==> src/rtl/bitcnt_pkg.sv <==
// Shared definitions for the sequential bit-count unit: operation encodings and FSM states.
package bitcnt_pkg;

  typedef enum logic [1:0] {
    StIdle,
    StBusy,
    StDone
  } state_e;

  localparam logic [2:0] FUNC_CLZ64  = 3'b000;
  localparam logic [2:0] FUNC_CLZ32  = 3'b001;
  localparam logic [2:0] FUNC_CTZ64  = 3'b010;
  localparam logic [2:0] FUNC_CTZ32  = 3'b011;
  localparam logic [2:0] FUNC_PCNT64 = 3'b100;
  localparam logic [2:0] FUNC_PCNT32 = 3'b101;

endpackage

==> src/rtl/bitcnt_prep.sv <==
// Combinational operand preprocessing: turns CLZ/CTZ/PCNT into a plain popcount of one word.
module bitcnt_prep
  import bitcnt_pkg::*;
#(
  parameter int unsigned XLEN = 64
) (
  input  logic [XLEN-1:0] i_data,
  input  logic [2:0]      i_func,
  output logic [XLEN-1:0] o_word
);

  logic            w_half;
  logic            w_is_clz;
  logic            w_is_ctz;
  logic            w_is_pcnt;
  logic [XLEN-1:0] w_mask;
  logic [XLEN-1:0] w_masked;
  logic [XLEN-1:0] w_rev;
  logic [XLEN-1:0] w_src;
  logic [XLEN-1:0] w_tz;

  always_comb begin
    w_half    = (XLEN == 64) && i_func[0];
    w_is_clz  = (i_func == FUNC_CLZ64)  || (i_func == FUNC_CLZ32);
    w_is_ctz  = (i_func == FUNC_CTZ64)  || (i_func == FUNC_CTZ32);
    w_is_pcnt = (i_func == FUNC_PCNT64) || (i_func == FUNC_PCNT32);

    w_mask = '0;
    for (int i = 0; i < XLEN; i++) begin
      w_mask[i] = !w_half || (i < 32);
    end
    w_masked = i_data & w_mask;

    w_rev = '0;
    if (w_half) begin
      for (int i = 0; i < 32; i++) w_rev[i] = w_masked[31-i];
    end else begin
      for (int i = 0; i < XLEN; i++) w_rev[i] = w_masked[XLEN-1-i];
    end

    // (x-1)&~x leaves ones exactly on the trailing zeros; a zero operand yields W ones.
    w_src = w_is_clz ? w_rev : w_masked;
    w_tz  = ((w_src - XLEN'(1)) & ~w_src) & w_mask;

    o_word = '0;
    if (w_is_clz || w_is_ctz) begin
      o_word = w_tz;
    end else if (w_is_pcnt) begin
      o_word = w_masked;
    end
  end

endmodule

==> src/rtl/bitcnt_seq.sv <==
// Multi-cycle bit counter: latches a preprocessed word, then popcounts CHUNK bits per cycle.
module bitcnt_seq
  import bitcnt_pkg::*;
#(
  parameter int unsigned XLEN  = 64,
  parameter int unsigned CHUNK = 8
) (
  input  logic            clock,
  input  logic            reset,
  input  logic            din_valid,
  output logic            din_ready,
  input  logic [XLEN-1:0] din_data,
  input  logic [2:0]      din_func,
  output logic            dout_valid,
  input  logic            dout_ready,
  output logic [XLEN-1:0] dout_data
);

  localparam int unsigned K    = XLEN / CHUNK;
  localparam int unsigned ACCW = $clog2(XLEN + 1);
  localparam int unsigned CNTW = (K > 1) ? $clog2(K) : 1;

  state_e          r_state;
  logic [XLEN-1:0] r_word;
  logic [ACCW-1:0] r_acc;
  logic [CNTW-1:0] r_cnt;

  logic [XLEN-1:0]  w_prep;
  logic [CHUNK-1:0] w_slice;
  logic [ACCW-1:0]  w_pop;

  bitcnt_prep #(
    .XLEN(XLEN)
  ) u_prep (
    .i_data(din_data),
    .i_func(din_func),
    .o_word(w_prep)
  );

  always_comb begin
    w_slice = CHUNK'(r_word >> (CHUNK * int'(r_cnt)));
    w_pop   = '0;
    for (int i = 0; i < CHUNK; i++) begin
      w_pop = w_pop + ACCW'(w_slice[i]);
    end
  end

  always_ff @(posedge clock) begin
    if (reset) begin
      r_state <= StIdle;
      r_word  <= '0;
      r_acc   <= '0;
      r_cnt   <= '0;
    end else begin
      case (r_state)
        StIdle: begin
          if (din_valid) begin
            r_word  <= w_prep;
            r_acc   <= '0;
            r_cnt   <= '0;
            r_state <= StBusy;
          end
        end
        StBusy: begin
          r_acc <= r_acc + w_pop;
          r_cnt <= r_cnt + CNTW'(1);
          if (r_cnt == CNTW'(K - 1)) r_state <= StDone;
        end
        StDone: begin
          if (dout_ready) r_state <= StIdle;
        end
        default: r_state <= StIdle;
      endcase
    end
  end

  assign din_ready  = (r_state == StIdle);
  assign dout_valid = (r_state == StDone);
  assign dout_data  = {{(XLEN - ACCW){1'b0}}, r_acc};

endmodule

==> config.mk <==
export PLATFORM = sky130hd
export DESIGN_NAME = bitcnt_seq
export DESIGN_NICKNAME = d
export VERILOG_FILES = /design/src/rtl/bitcnt_pkg.sv /design/src/rtl/bitcnt_prep.sv /design/src/rtl/bitcnt_seq.sv
export SDC_FILE = /design/constraint.sdc
export NUM_CORES = 1
export LEC_CHECK = 0
export ABC_AREA = 1
export BUFFER_PORTS_ARGS = -buffer_cell sky130_fd_sc_hd__buf_2
export CORE_MARGIN = 1.5
export CORE_UTILIZATION = 52
export CTS_BUF_LIST = sky130_fd_sc_hd__clkbuf_16
export CTS_CLUSTER_DIAMETER = 120
export DETAILED_ROUTE_END_ITERATION = 6
export GPL_ROUTABILITY_DRIVEN = 0
export PLACE_DENSITY = 0.79
export REMOVE_ABC_BUFFERS = 1
export SLEW_MARGIN = 20
export SYNTH_ARGS = -nofsm -noshare
export SYNTH_HDL_FRONTEND = slang
export SYNTH_SLANG_ARGS = --single-unit
export TNS_END_PERCENT = 5
==> constraint.sdc <==
create_clock -name clock -period 3.9 [get_ports clock]
set_clock_uncertainty 0.15 [all_clocks]
set_input_delay 0.78 -clock clock [delete_from_list [all_inputs] [get_ports clock]]
set_output_delay 0.78 -clock clock [all_outputs]
set_load 0.01 [all_outputs]
# Word level (Yosys, flattened, before mapping)
# Index checks and enable logic that the tools add are counted.
[classes] bitwise=4 add_sub_neg=10 eq_ne=11 mux=13 n_shift=1 n_reduce_logical=11
[op_table] op="AND 64 bit" n=3
[op_table] op="2-to-1 mux 64 bit" n=3
[op_table] op="2-to-1 mux 32 bit" n=2
[op_table] op="NOT 64 bit" n=1
[op_table] op=">> shifter 64 x 6 -> 8 bit" n=1
[op_table] op="subtractor 64 x 1 -> 64 bit, second input constant" n=1
[op_table] op="one-hot mux 7 bit (2 select lines)" n=1
[op_table] op="equality test 3 bit, second input constant" n=3
[op_table] op="adder 6 x 1 -> 7 bit" n=1
[op_table] op="adder 7 x 1 -> 7 bit" n=1
[op_table] op="adder 7 bit" n=1
[op_table] op="2-to-1 mux 7 bit" n=1
[op_table] op="adder 5 x 1 -> 6 bit" n=1
[op_table] op="equality test 3 x 2 -> 1 bit, second input constant" n=2
[op_table] op="2-to-1 mux 2 bit" n=3
[op_table] op="one-hot mux 2 bit (3 select lines)" n=1
[op_table] op="one-hot mux 3 bit (2 select lines)" n=1
[op_table] op="adder 4 x 1 -> 5 bit" n=1
[op_table] op="adder 3 x 1 -> 4 bit" n=1
[op_table] op="logical OR 1 bit" n=4
[op_table] op="inequality test 2 bit, second input constant" n=2
[op_table] op="AND reduction 2 bit" n=2
[op_table] op="adder 2 x 1 -> 3 bit" n=1
[op_table] op="adder 3 x 1 -> 3 bit, second input constant" n=1
[op_table] op="11 further kinds" n=11
[word_totals] output_inout_bits=66 register_bits=76 inputBits=71

# Logic depth before layout (Yosys ltp)
# Gate-level depths: netlist of the first run.
[logic_depth] depth_word=10 depth_mapped=18 ltp_nobuf=17

# Modules after synthesis
# From an unflattened synthesis of the first run, not the netlist that was laid out.
[hier_totals] cells_unflattened=1464 area_unflattened_um2=7901.3
[by_module_without_submodules] module="bitcnt_seq" area_each_um2=4073.9 instances=1 cells_each=561
[by_module_without_submodules] module="bitcnt_prep" area_each_um2=3827.4 instances=1 cells_each=903

# Worst setup path before layout of the first run
# OpenSTA, ideal clock, no wires.
[synth_timing] path_type="register to register" startpoint="reg r_cnt[0]" endpoint="reg r_acc[6]" arrival_time_ns=3.992 path_buffers=1 stages_incl_launch_ff=19 slack_ns=-0.361 setup_time_ns=0.119 required_time_ns=3.631 path_cell_list="dfxtp_1 inv_1 clkbuf_1 nor2_1 o221ai_1 o21ai_0 fa_1 inv_1 fa_1 inv_1 fa_1 fa_1 inv_1 fa_1 nand3_1 a21oi_1 nand3_1 o21ai_0 a21oi_1"
[synth_via] elab_chain_len=10
[synth_lines] element="start: declaration" line="bitcnt_seq.sv:26" text="logic [CNTW-1:0] r_cnt;"
[synth_lines] element="start signal: assignment" line="bitcnt_seq.sv:66" text="r_cnt <= r_cnt + CNTW'(1);"
[synth_lines] element=">> shifter 64 x 6 -> 8 bit (*)" line="bitcnt_seq.sv:41" text="w_slice = CHUNK'(r_word >> (CHUNK * int'(r_cnt)));"
[synth_lines] element="adder 1 x 1 -> 2 bit" line="bitcnt_seq.sv:44" text="w_pop = w_pop + ACCW'(w_slice[i]);"
[synth_lines] element="adder 2 x 1 -> 3 bit" line="bitcnt_seq.sv:44"
[synth_lines] element="adder 3 x 1 -> 4 bit" line="bitcnt_seq.sv:44"
[synth_lines] element="adder 4 x 1 -> 5 bit" line="bitcnt_seq.sv:44"
[synth_lines] element="adder 5 x 1 -> 6 bit" line="bitcnt_seq.sv:44"
[synth_lines] element="adder 6 x 1 -> 7 bit" line="bitcnt_seq.sv:44"
[synth_lines] element="adder 7 x 1 -> 7 bit (*)" line="bitcnt_seq.sv:44"
[synth_lines] element="adder 7 bit (*)" line="bitcnt_seq.sv:65" text="r_acc <= r_acc + w_pop;"
[synth_lines] element="one-hot mux 7 bit (2 select lines) (*)" line="bitcnt_seq.sv:55" text="case (r_state)"
[synth_lines] element="end signal: assignment" line="bitcnt_seq.sv:65"
[synth_lines] element="end: declaration" line="bitcnt_seq.sv:25" text="logic [ACCW-1:0] r_acc;"
# Every way passes the cells marked *; elsewhere a longest branch is shown, timed or not.
# A chain may end at the register's enable or synchronous reset.

# Worst setup path after layout of the first run
[layout_timing] startpoint="reg r_cnt[1]" endpoint="reg r_acc[2]"
# The elaborated chain is that of the path after synthesis.

==> reports/qor.csv, run 1 <==
stage,metric,value,unit
status,status,"finished, violations left",
status,failing checks,setup timing,
logic_synthesis,cells after synthesis,1365,
power_and_ir_drop,"IR drop worst, VDD",0.000260,V
die,I/O Pins,137,
final_layout,antenna diode count,0,
cts,H-tree Lvls,3,
power_and_ir_drop,clock network power share,30.1,%
critical_path,crit path capture type,register,
logic_synthesis,most area-hungry cell type in the Yosys netlist,nand2_1,
power_and_ir_drop,Sw Ratio,39.4,%
cts,CTS tree,built,
logic_synthesis,share of the yosys chip area belonging to registers,20.2,%
logic_synthesis,"Avg Cell Area, Syn",5.53,µm²
logic_synthesis,Main synth FF type,dfxtp_1,
sta,f_max,0.254,GHz
grt,Total Routing Usage GR,35.9,%
die,total die area,15200,µm²
critical_path,Critical Path AT,4070,ps
drt,Final ANT Viol Nets,0,
cts,Num CTS Buffers,9,
die,Initial Util,53.8,%
die,core box area,14000,µm²
sta,worst slew pin tran,758,ps
cts,CTS sink cnt,76,
place,input/output buffers,79,
critical_path,WS Path Type,register to register,
final_layout,area delta synth->final,8.79,%
power_and_ir_drop,Comb pwr share,35.8,%
critical_path,CP max FO,8,
grt,initial antenna violation count,0,
critical_path,Setup crit start kind,register,
sta,Tcrit/Tclk final,101,%
logic_synthesis,"top cells by count, synth","nand2_1 (408), nor2_1 (192), a21oi_1 (133)",
final_layout,share of cells above drive strength 1,13.5,%
critical_path,Worst Path Buf+Inv,6,
cts,Root Buffer,clkbuf_16,
grt,vias in the first global route,8065,
die,Die X,123,µm
sta,RSZ-0062 raised after global routing,yes,
power_and_ir_drop,Pwr Total,2.60,mW
place,DP HPWL,20.4,mm
cts,CTS Buffer Depth,2,
sta,Final Setup Violations,3,
power_and_ir_drop,Cell Pwr Density,317,nW/µm²
cts,CTS Hold Bufs,0,
sta,Setup TNS Final,-116,ps
grt,grt total ovfl,0,
final_layout,sequential cell area,1530,µm²
grt,first-pass GRT wire length,42.0,mm
die,Vert. Die Dim,123,µm
sta,Rel. slew slack,49.4,%
place,Placed Cells,1582,
critical_path,"Top cell by count, worst path",fa_1,
final_layout,final cell count without fillers,1602,
drt,Detailed Route Iter0 Violations,1369,
drt,vias,9498,
logic_synthesis,Unique masters post-synth,37,
critical_path,worst path cell trace,inv_4 -> o21ai_0 -> o221ai_2 -> o21ai_2 -> fa_1 -> inv_2 -> fa_1 -> inv_1 -> fa_1 -> fa_2 -> inv_2 -> fa_2 -> buf_4 -> buf_4 -> a21oi_1 -> o21ai_0 -> a21oi_1,
drt,Vias/cell,5.93,
drt,DR WL/cell,17.1,µm
final_layout,area of the multi-input gates,5040,µm²
cts,clock slew at reported path FFs,60,ps
sta,minimum clock period,3940,ps
critical_path,Top delay family on crit path,adder cells,
power_and_ir_drop,register share of total power,34.1,%
final_layout,Fillers,1491,
logic_synthesis,"count leader, synth",nand2_1,
critical_path,CP peak stage delay,580,ps
cts,later-pin clock latency in the skew report,340,ps
hold_path,Hold Crit Class,register to register,
logic_synthesis,Post-synth EDFFs,0,
critical_path,critical path data required time,4030,ps
drt,DRC,0,
logic_synthesis,Async SR Flop Fraction,0,%
drt,TritonRoute pass-1 iters,6,
logic_synthesis,synthesized cell area,7550,µm²
grt,pin count of the biggest net entering global routing,93,
power_and_ir_drop,Leak,4.04,nW
logic_synthesis,Synth top area share,20.3,%
critical_path,CP max-delay cell,fa_1,
logic_synthesis,Yosys warnings,0,
sta,Final Hold Viols,0,
power_and_ir_drop,Internal,1.58,mW
logic_synthesis,#FFs+latches synth,76,
sta,"Slew Viols, Final",0,
flow_run,Max-Cap Viols,0,
die,row count,43,
power_and_ir_drop,Net Switching,1.02,mW
final_layout,NumNets Final,1501,
drt,WL final,27.4,mm
sta,Worst Slack Setup Final,-43.7,ps
logic_synthesis,top post-synthesis cells by area,"nand2_1 (20%), dfxtp_1 (20%), nor2_1 (9.5%), a21oi_1 (8.8%), nand3_1 (7.6%)",
## cells by family (layout without fill, tap and decap cells)
group,count (synthesis),count (layout),share of synthesized area [%]
adders and majority gates,13,13,2.65
other,1,57,0.0497
buffers and inverters,242,243,16.5
DFF,76,76,20.2
AOI/OAI and AO/OA,260,260,18.2
and+or+nand+nor,773,773,42.5
## cell usage in the layout (no fill, tap or decap), drive strengths merged, types with 4 or more instances in the layout
cell type,count
a21oi,133
a31oi,20
buf,115
clkbuf,9
clkinv,5
conb,57
dfxtp,76
fa,5
ha,8
inv,113
nand2,409
nand3,114
nand4,15
nor2,221
nor3,4
o21ai,93
o22ai,4
or2,5
## power by group through the flow
stage | logic (mW) | registers [mW] | clock network [mW]
floorplan | 0.546 | 0.887 | 0
CTS | 0.888 | 0.881 | 0.777
detailed placement | 0.864 | 0.896 | 0
global placement | 0.833 | 0.896 | 0
global route | 1.02 | 0.889 | 0.809
finish | 0.932 | 0.886 | 0.783
## layer usage
metal  vias up  track usage (%)  part of all wire (%)
li1       4395                -                     -
met1      4209             46.3                    38
met2       727             53.3                    41
met3       167             8.90                    13
met4         0             22.7                   7.5
met5         -                0                     0
## flip-flops by register name, summed over array words and instances, names as in the netlist
register / cells
r_acc: 7
r_word: 64
r_state: 2
r_cnt: 3
## worst reg2reg max path, delay by kind of cell, from the launching register on
kind	cells	cell delay, ps
compound gates	6	730
buf+inv	6	500
fa+ha+maj	5	2110
flops	1	390
## final timing paths
check	from	end	slack (ps)	depth (start not counted)
min	r_acc[2]$_SDFFE_PP0P_	r_acc[2]$_SDFFE_PP0P_	340	2
max	r_cnt[1]$_SDFFE_PP0P_	r_acc[2]$_SDFFE_PP0P_	-40	17
max reg2reg	r_cnt[1]$_SDFFE_PP0P_	r_acc[2]$_SDFFE_PP0P_	-40	17
min reg2reg	r_acc[2]$_SDFFE_PP0P_	r_acc[2]$_SDFFE_PP0P_	340	2
## area by class of cell
| class | count | share of cell area [%] |
|---|---|---|
| multi-input combinational | 1103 | 61.4 |
| sequential | 76 | 18.6 |
| timing repair buffer | 115 | 8.81 |
| inverter | 112 | 5.18 |
| clock buffer | 9 | 2.74 |
| clock inverter | 7 | 0.518 |
| tap | 180 | 2.74 |
## per-stage QoR
| stage | worst slack (ps) | hold slack, ps | util, % | cell area (µm²) |
|---|---|---|---|---|
| finish | -43.7 | 337 | 58.5 | 8210 |
| global route | -181 | 356 | 58.5 | 8210 |
| CTS | -30.2 | 333 | 58.3 | 8190 |
| detailed placement | -407 | 324 | 56.0 | 7860 |
| global placement | -320 | 315 | 56.0 | 7860 |
| floorplan | -891 | 342 | - | 6930 |
## what timing repair did
action	in CTS	in global routing
setup endpoints to repair	6	6
gates cloned	0	0
pin swaps	9	7
buffers inserted	3	1
resized for setup	20	9
(Power assumes the default switching activity.)
==> run 2: changes to the inputs <==
- ABC_AREA: 1 -> not set
- CORE_UTILIZATION: 52 -> 51
==> reports/qor.csv, run 2 <==
stage,metric,value,unit
final_layout,share of cells above drive strength 1,23.0,%
critical_path,CP endpoint,r_acc[6]$_SDFFE_PP0P_,
final_layout,"most common cell after layout, fill and taps aside",nor2_1,
cts,clock slew at reported path FFs,60,ps
critical_path,CP startpoint,r_cnt[0]$_SDFFE_PP0P_,
hold_path,Hold Crit Class,register to register,
sta,worst slew pin tran,826,ps
sta,Rel. slew slack,44.9,%
logic_synthesis,Yosys warnings,0,
die,Die X,115,µm
logic_synthesis,top post-synthesis cells by area,"dfxtp_1 (24%), buf_4 (7.1%), nor2_1 (6.4%), mux2i_1 (6.3%), mux4_2 (5.7%)",
logic_synthesis,cells after synthesis,799,
logic_synthesis,"top cells by count, synth","nor2_1 (108), dfxtp_1 (76), a21oi_1 (61)",
place,DP HPWL,16.2,mm
logic_synthesis,#FFs+latches synth,76,
die,I/O Pins,137,
power_and_ir_drop,Cell Pwr Density,350,nW/µm²
cts,H-tree Lvls,3,
logic_synthesis,Synth top area share,23.9,%
logic_synthesis,Post-synth EDFFs,0,
critical_path,WS Path Type,register to register,
critical_path,r2r worst-path depth,14,
critical_path,Setup crit start kind,register,
drt,Detailed Route Iter0 Violations,1090,
grt,initial antenna violation count,0,
logic_synthesis,synthesized cell area,6360,µm²
sta,"Slew Viols, Final",0,
cts,CTS Buffer Depth,2,
final_layout,Layout Utilization,58.7,%
status,status,"finished, violations left",
sta,Final Hold Viols,0,
final_layout,area of the multi-input gates,4270,µm²
sta,RSZ-0062 raised after global routing,yes,
die,core box area,12100,µm²
logic_synthesis,share of the yosys chip area belonging to registers,23.9,%
final_layout,most frequent cells in the layout,"nor2_1 (107), buf_2 (79), dfxtp_1 (75)",
power_and_ir_drop,Leak,2.80,nW
final_layout,NumNets Final,940,
drt,WL final,21.9,mm
critical_path,crit path capture type,register,
sta,Worst Slack Setup Final,-172,ps
drt,Final ANT Viol Nets,0,
status,failing checks,setup timing,
die,row count,40,
final_layout,Fillers,1108,
grt,Total Routing Usage GR,33.3,%
grt,grt total ovfl,0,
cts,later-pin clock latency in the skew report,340,ps
cts,CTS sink cnt,76,
critical_path,RR Endpoint,r_acc[6]$_SDFFE_PP0P_,
critical_path,worst reg-to-reg setup slack,-170,ps
die,Vert. Die Dim,115,µm
die,total die area,13200,µm²
drt,DR WL/cell,21.3,µm
logic_synthesis,"count leader, synth",nor2_1,
logic_synthesis,most area-hungry cell type in the Yosys netlist,dfxtp_1,
power_and_ir_drop,Pwr Total,2.48,mW
power_and_ir_drop,"IR drop worst, VDD",0.000204,V
grt,vias in the first global route,5935,
critical_path,FF-to-FF Start,r_cnt[0]$_SDFFE_PP0P_,
final_layout,Largest register FFs,64,
grt,first-pass GRT wire length,33.4,mm
cts,Post CTS Setup Buffer Count,0,
drt,TritonRoute pass-1 iters,6,
drt,Vias/cell,6.56,
sta,Tcrit/Tclk final,104,%
final_layout,sequential cell area,1530,µm²
cts,Num CTS Buffers,9,
critical_path,CP max FO,5,
sta,f_max,0.246,GHz
drt,DRC,0,
logic_synthesis,Async SR Flop Fraction,0,%
drt,vias,6751,
grt,pin count of the biggest net entering global routing,49,
logic_synthesis,Main synth FF type,dfxtp_1,
logic_synthesis,"Avg Cell Area, Syn",7.96,µm²
cts,Root Buffer,clkbuf_16,
final_layout,area delta synth->final,11.7,%
final_layout,antenna diode count,0,
final_layout,Largest Register,r_word,
place,input/output buffers,79,
final_layout,biggest regs,"r_word: 64 flops, r_acc: 7 flops, r_cnt: 3 flops",
critical_path,critical path data required time,4020,ps
sta,minimum clock period,4070,ps
critical_path,Critical Path AT,4190,ps
cts,CTS Hold Bufs,0,
cts,CTS tree,built,
sta,Final Setup Violations,3,
die,Initial Util,52.5,%
logic_synthesis,Unique masters post-synth,72,
flow_run,Max-Cap Viols,0,
-- run 2: worst max-delay path, stage by stage, from the launching register on --
cell	delay (ps)
dfxtp_4	410
mux4_2	520
mux2i_2	190
fa_1	430
inv_1	80
fa_1	420
inv_2	80
fa_1	410
fa_2	360
inv_2	80
fa_2	200
a21o_1	130
a21oi_2	80
or3_1	330
a21oi_2	140
-- run 2: worst min-delay path by stage --
stage / start / endpoint / slack, ps / cells past startpoint
2_1_floorplan: r_word[55]$_SDFFE_PP0P_ / r_word[55]$_SDFFE_PP0P_ / 300 / 2
3_3_place_gp: r_word[55]$_SDFFE_PP0P_ / r_word[55]$_SDFFE_PP0P_ / 320 / 2
3_5_place_dp: r_word[55]$_SDFFE_PP0P_ / r_word[55]$_SDFFE_PP0P_ / 330 / 2
4_1_cts: r_word[26]$_SDFFE_PP0P_ / r_word[26]$_SDFFE_PP0P_ / 340 / 2
5_1_grt: r_word[55]$_SDFFE_PP0P_ / r_word[55]$_SDFFE_PP0P_ / 360 / 2
6_report: r_acc[3]$_SDFFE_PP0P_ / r_acc[3]$_SDFFE_PP0P_ / 340 / 2
-- run 2: cell type report --
cell class,instances,share of cell area [%]
multi-input cells,643,60.1
flip-flops and latches,76,21.5
repair buffers,113,10.2
clock buffers,9,3.17
well taps,168,2.96
clock inverters,7,1.37
inverters,13,0.687
-- run 2: kinds of logic after synthesis --
logic type	Yosys count	share of synthesized area [%]
other cells	1	0.0589
buf+inv	136	12.9
mux	67	14.0
xor+xnor	2	0.275
compound gates	218	23.9
fa+ha+maj	13	3.15
simple gates	286	21.9
flops	76	23.9
-- run 2: report_power, final --
part           total [mW]  switching (mW)  internal (mW)  leakage, nW
sequential          0.881          0.0485          0.832        0.625
clock               0.918           0.354          0.564        0.154
combinational       0.685           0.427          0.258         2.02
total                2.48           0.829           1.65         2.80
-- run 2: through the flow --
step	setup WS [ps]	hold WS (ps)	setup TNS [ps]	cells	instance area, µm²
2_1_floorplan	-742	299	-5000	732	5800
3_3_place_gp	-369	316	-1210	1013	6740
3_5_place_dp	-464	326	-1650	1013	6740
4_1_cts	-147	339	-386	1029	7090
5_1_grt	-348	356	-1030	1029	7110
6_report	-172	339	-411	1029	7110
-- run 2: timing repair --
item,CTS,global route
endpoints found under the setup margin,6,6
pin swaps,12,7
resized for setup,8,6
-- run 2: layer usage --
layer	global-route usage [%]	vias to the layer above	part of all wire (%)
li1	-	2977	-
met5	0	-	0
met4	16.1	0	5.5
met2	49.4	587	42
met3	6.25	89	14
met1	46.7	3098	39
==> run 3: changes to the inputs <==
- BUFFER_PORTS_ARGS: -buffer_cell sky130_fd_sc_hd__buf_2 -> -buffer_cell sky130_fd_sc_hd__clkbuf_2
==> reports/qor.csv, run 3 (same netlist as run 2, synthesis figures left out) <==
stage,metric,value,unit
cts,CTS sink cnt,76,
final_layout,most frequent cells in the layout,"nor2_1 (107), clkbuf_2 (79), dfxtp_1 (75)",
final_layout,share of cells above drive strength 1,23.1,%
drt,Final ANT Viol Nets,0,
critical_path,CP max FO,5,
cts,CTS Hold Bufs,0,
critical_path,Setup crit start kind,register,
drt,WL final,21.9,mm
critical_path,CP startpoint,r_cnt[0]$_SDFFE_PP0P_,
sta,Final Setup Violations,4,
sta,Rel. slew slack,50.9,%
cts,later-pin clock latency in the skew report,340,ps
sta,RSZ-0062 raised after global routing,yes,
critical_path,worst reg-to-reg setup slack,-150,ps
final_layout,"most common cell after layout, fill and taps aside",nor2_1,
critical_path,worst path cell trace,mux4_2 -> mux2i_2 -> fa_1 -> inv_2 -> fa_1 -> inv_2 -> fa_1 -> fa_2 -> inv_2 -> fa_2 -> a21o_1 -> a21oi_2 -> or3_1 -> a21oi_1,
critical_path,CP peak stage delay,520,ps
status,failing checks,setup timing,
sta,Final Hold Viols,0,
critical_path,CP Depth,14,
final_layout,final cell count without fillers,1026,
die,core box area,12100,µm²
drt,Vias/cell,6.58,
flow_run,Max-Cap Viols,0,
cts,H-tree Lvls,3,
grt,vias in the first global route,6004,
final_layout,NumNets Final,937,
power_and_ir_drop,Leak,2.76,nW
die,I/O Pins,137,
sta,worst hold margin,342,ps
final_layout,antenna diode count,0,
drt,TritonRoute pass-1 iters,7,
sta,f_max,0.247,GHz
die,Initial Util,52.5,%
critical_path,r2r worst-path depth,14,
final_layout,biggest regs,"r_word: 64 flops, r_acc: 7 flops, r_cnt: 3 flops",
place,Placed Cells,1009,
drt,vias,6753,
critical_path,critical path data required time,4030,ps
cts,clock slew at reported path FFs,70,ps
final_layout,area delta synth->final,10.5,%
cts,CTS Buffer Depth,2,
sta,minimum clock period,4050,ps
grt,initial antenna violation count,0,
die,total die area,13200,µm²
critical_path,CP max-delay cell,mux4_2,
critical_path,FF-to-FF Start,r_cnt[0]$_SDFFE_PP0P_,
final_layout,Largest Register,r_word,
power_and_ir_drop,Cell Pwr Density,338,nW/µm²
cts,Num CTS Buffers,9,
critical_path,WS Path Type,register to register,
status,status,"finished, violations left",
critical_path,Top delay family on crit path,adder cells,
grt,first-pass GRT wire length,33.6,mm
critical_path,RR Endpoint,r_acc[4]$_SDFFE_PP0P_,
sta,"Slew Viols, Final",0,
final_layout,Largest register FFs,64,
place,Placement Cell Area,6700,µm²
sta,worst slew pin tran,734,ps
cts,Root Buffer,clkbuf_16,
sta,Tcrit/Tclk final,104,%
die,Die X,115,µm
place,input/output buffers,79,
drt,DR WL/cell,21.4,µm
final_layout,Fillers,1160,
cts,CTS tree,built,
hold_path,Hold Crit Class,register to register,
die,row count,40,
grt,pin count of the biggest net entering global routing,39,
final_layout,final instance area,7030,µm²
critical_path,Worst Path Buf+Inv,3,
power_and_ir_drop,"IR drop worst, VDD",0.000208,V
sta,Worst Slack Setup Final,-145,ps
critical_path,Critical Path AT,4180,ps
die,Vert. Die Dim,115,µm
drt,Detailed Route Iter0 Violations,1053,
place,DP HPWL,16.3,mm
grt,Total Routing Usage GR,33.4,%
critical_path,CP endpoint,r_acc[4]$_SDFFE_PP0P_,
critical_path,crit path capture type,register,
drt,DRC,0,
hold_path,Min-Delay Path Depth,2,
grt,grt total ovfl,0,
-- run 3: tightest hold or removal path: stages, from the launching register on --
cell and delay (ps):
dfxtp_1 310, nor2_1 90, nor3_1 40
-- run 3: timing repair --
action / in CTS / in global routing
setup buffers: 1 / 0
cloned: 0 / 0
gates resized for setup: 10 / 4
pin swaps: 13 / 1
endpoints found under the setup margin: 6 / 6
-- run 3: where the power goes --
group / leakage (nW) / total (mW) / internal, mW / switching, mW
Combinational: 2.00 / 0.694 / 0.261 / 0.433
Clock: 0.129 / 0.805 / 0.439 / 0.366
Sequential: 0.625 / 0.880 / 0.832 / 0.0481
Total: 2.76 / 2.38 / 1.53 / 0.847
-- run 3: how the worst min path moves through the flow --
stage	startpoint	endpoint	slack (ps)
CTS	r_word[26]$_SDFFE_PP0P_	r_word[26]$_SDFFE_PP0P_	340
floorplan	r_word[55]$_SDFFE_PP0P_	r_word[55]$_SDFFE_PP0P_	300
detailed placement	r_word[26]$_SDFFE_PP0P_	r_word[26]$_SDFFE_PP0P_	330
global route	r_word[2]$_SDFFE_PP0P_	r_word[2]$_SDFFE_PP0P_	370
finish	r_word[2]$_SDFFE_PP0P_	r_word[2]$_SDFFE_PP0P_	340
global placement	r_word[26]$_SDFFE_PP0P_	r_word[26]$_SDFFE_PP0P_	330
-- run 3: metal layers --
metal / up-vias / GRT usage (%) / wire length (µm)
met3: 89 / 7.57 / 2770
li1: 2969 / - / -
met5: - / 0 / 0
met4: 0 / 16.9 / 1170
met2: 553 / 49.9 / 9470
met1: 3142 / 45.4 / 8530
-- run 3: stage by stage --
step | setup TNS (ps) | power (mW) | utilization (%) | worst slack (ps)
after floorplan | -5000 | 1.27 | - | -742
after global placement | -1250 | 1.52 | 55.3 | -377
after detailed placement | -1850 | 1.54 | 55.3 | -463
after CTS | -534 | 2.35 | 57.9 | -163
after global routing | -1200 | 2.47 | 58.0 | -313
final | -470 | 2.38 | 58.0 | -145
-- run 3: area by class of cell --
type                    instances  area (µm²)  share of cell area, %
multi-input cells             643        4280                   60.9
flip-flops and latches         76        1530                   21.7
repair buffers                110         678                   9.65
clock buffers                   9         225                   3.20
well taps                     168         210                   2.99
clock inverters                 7        57.6                  0.819
inverters                      13        48.8                  0.694
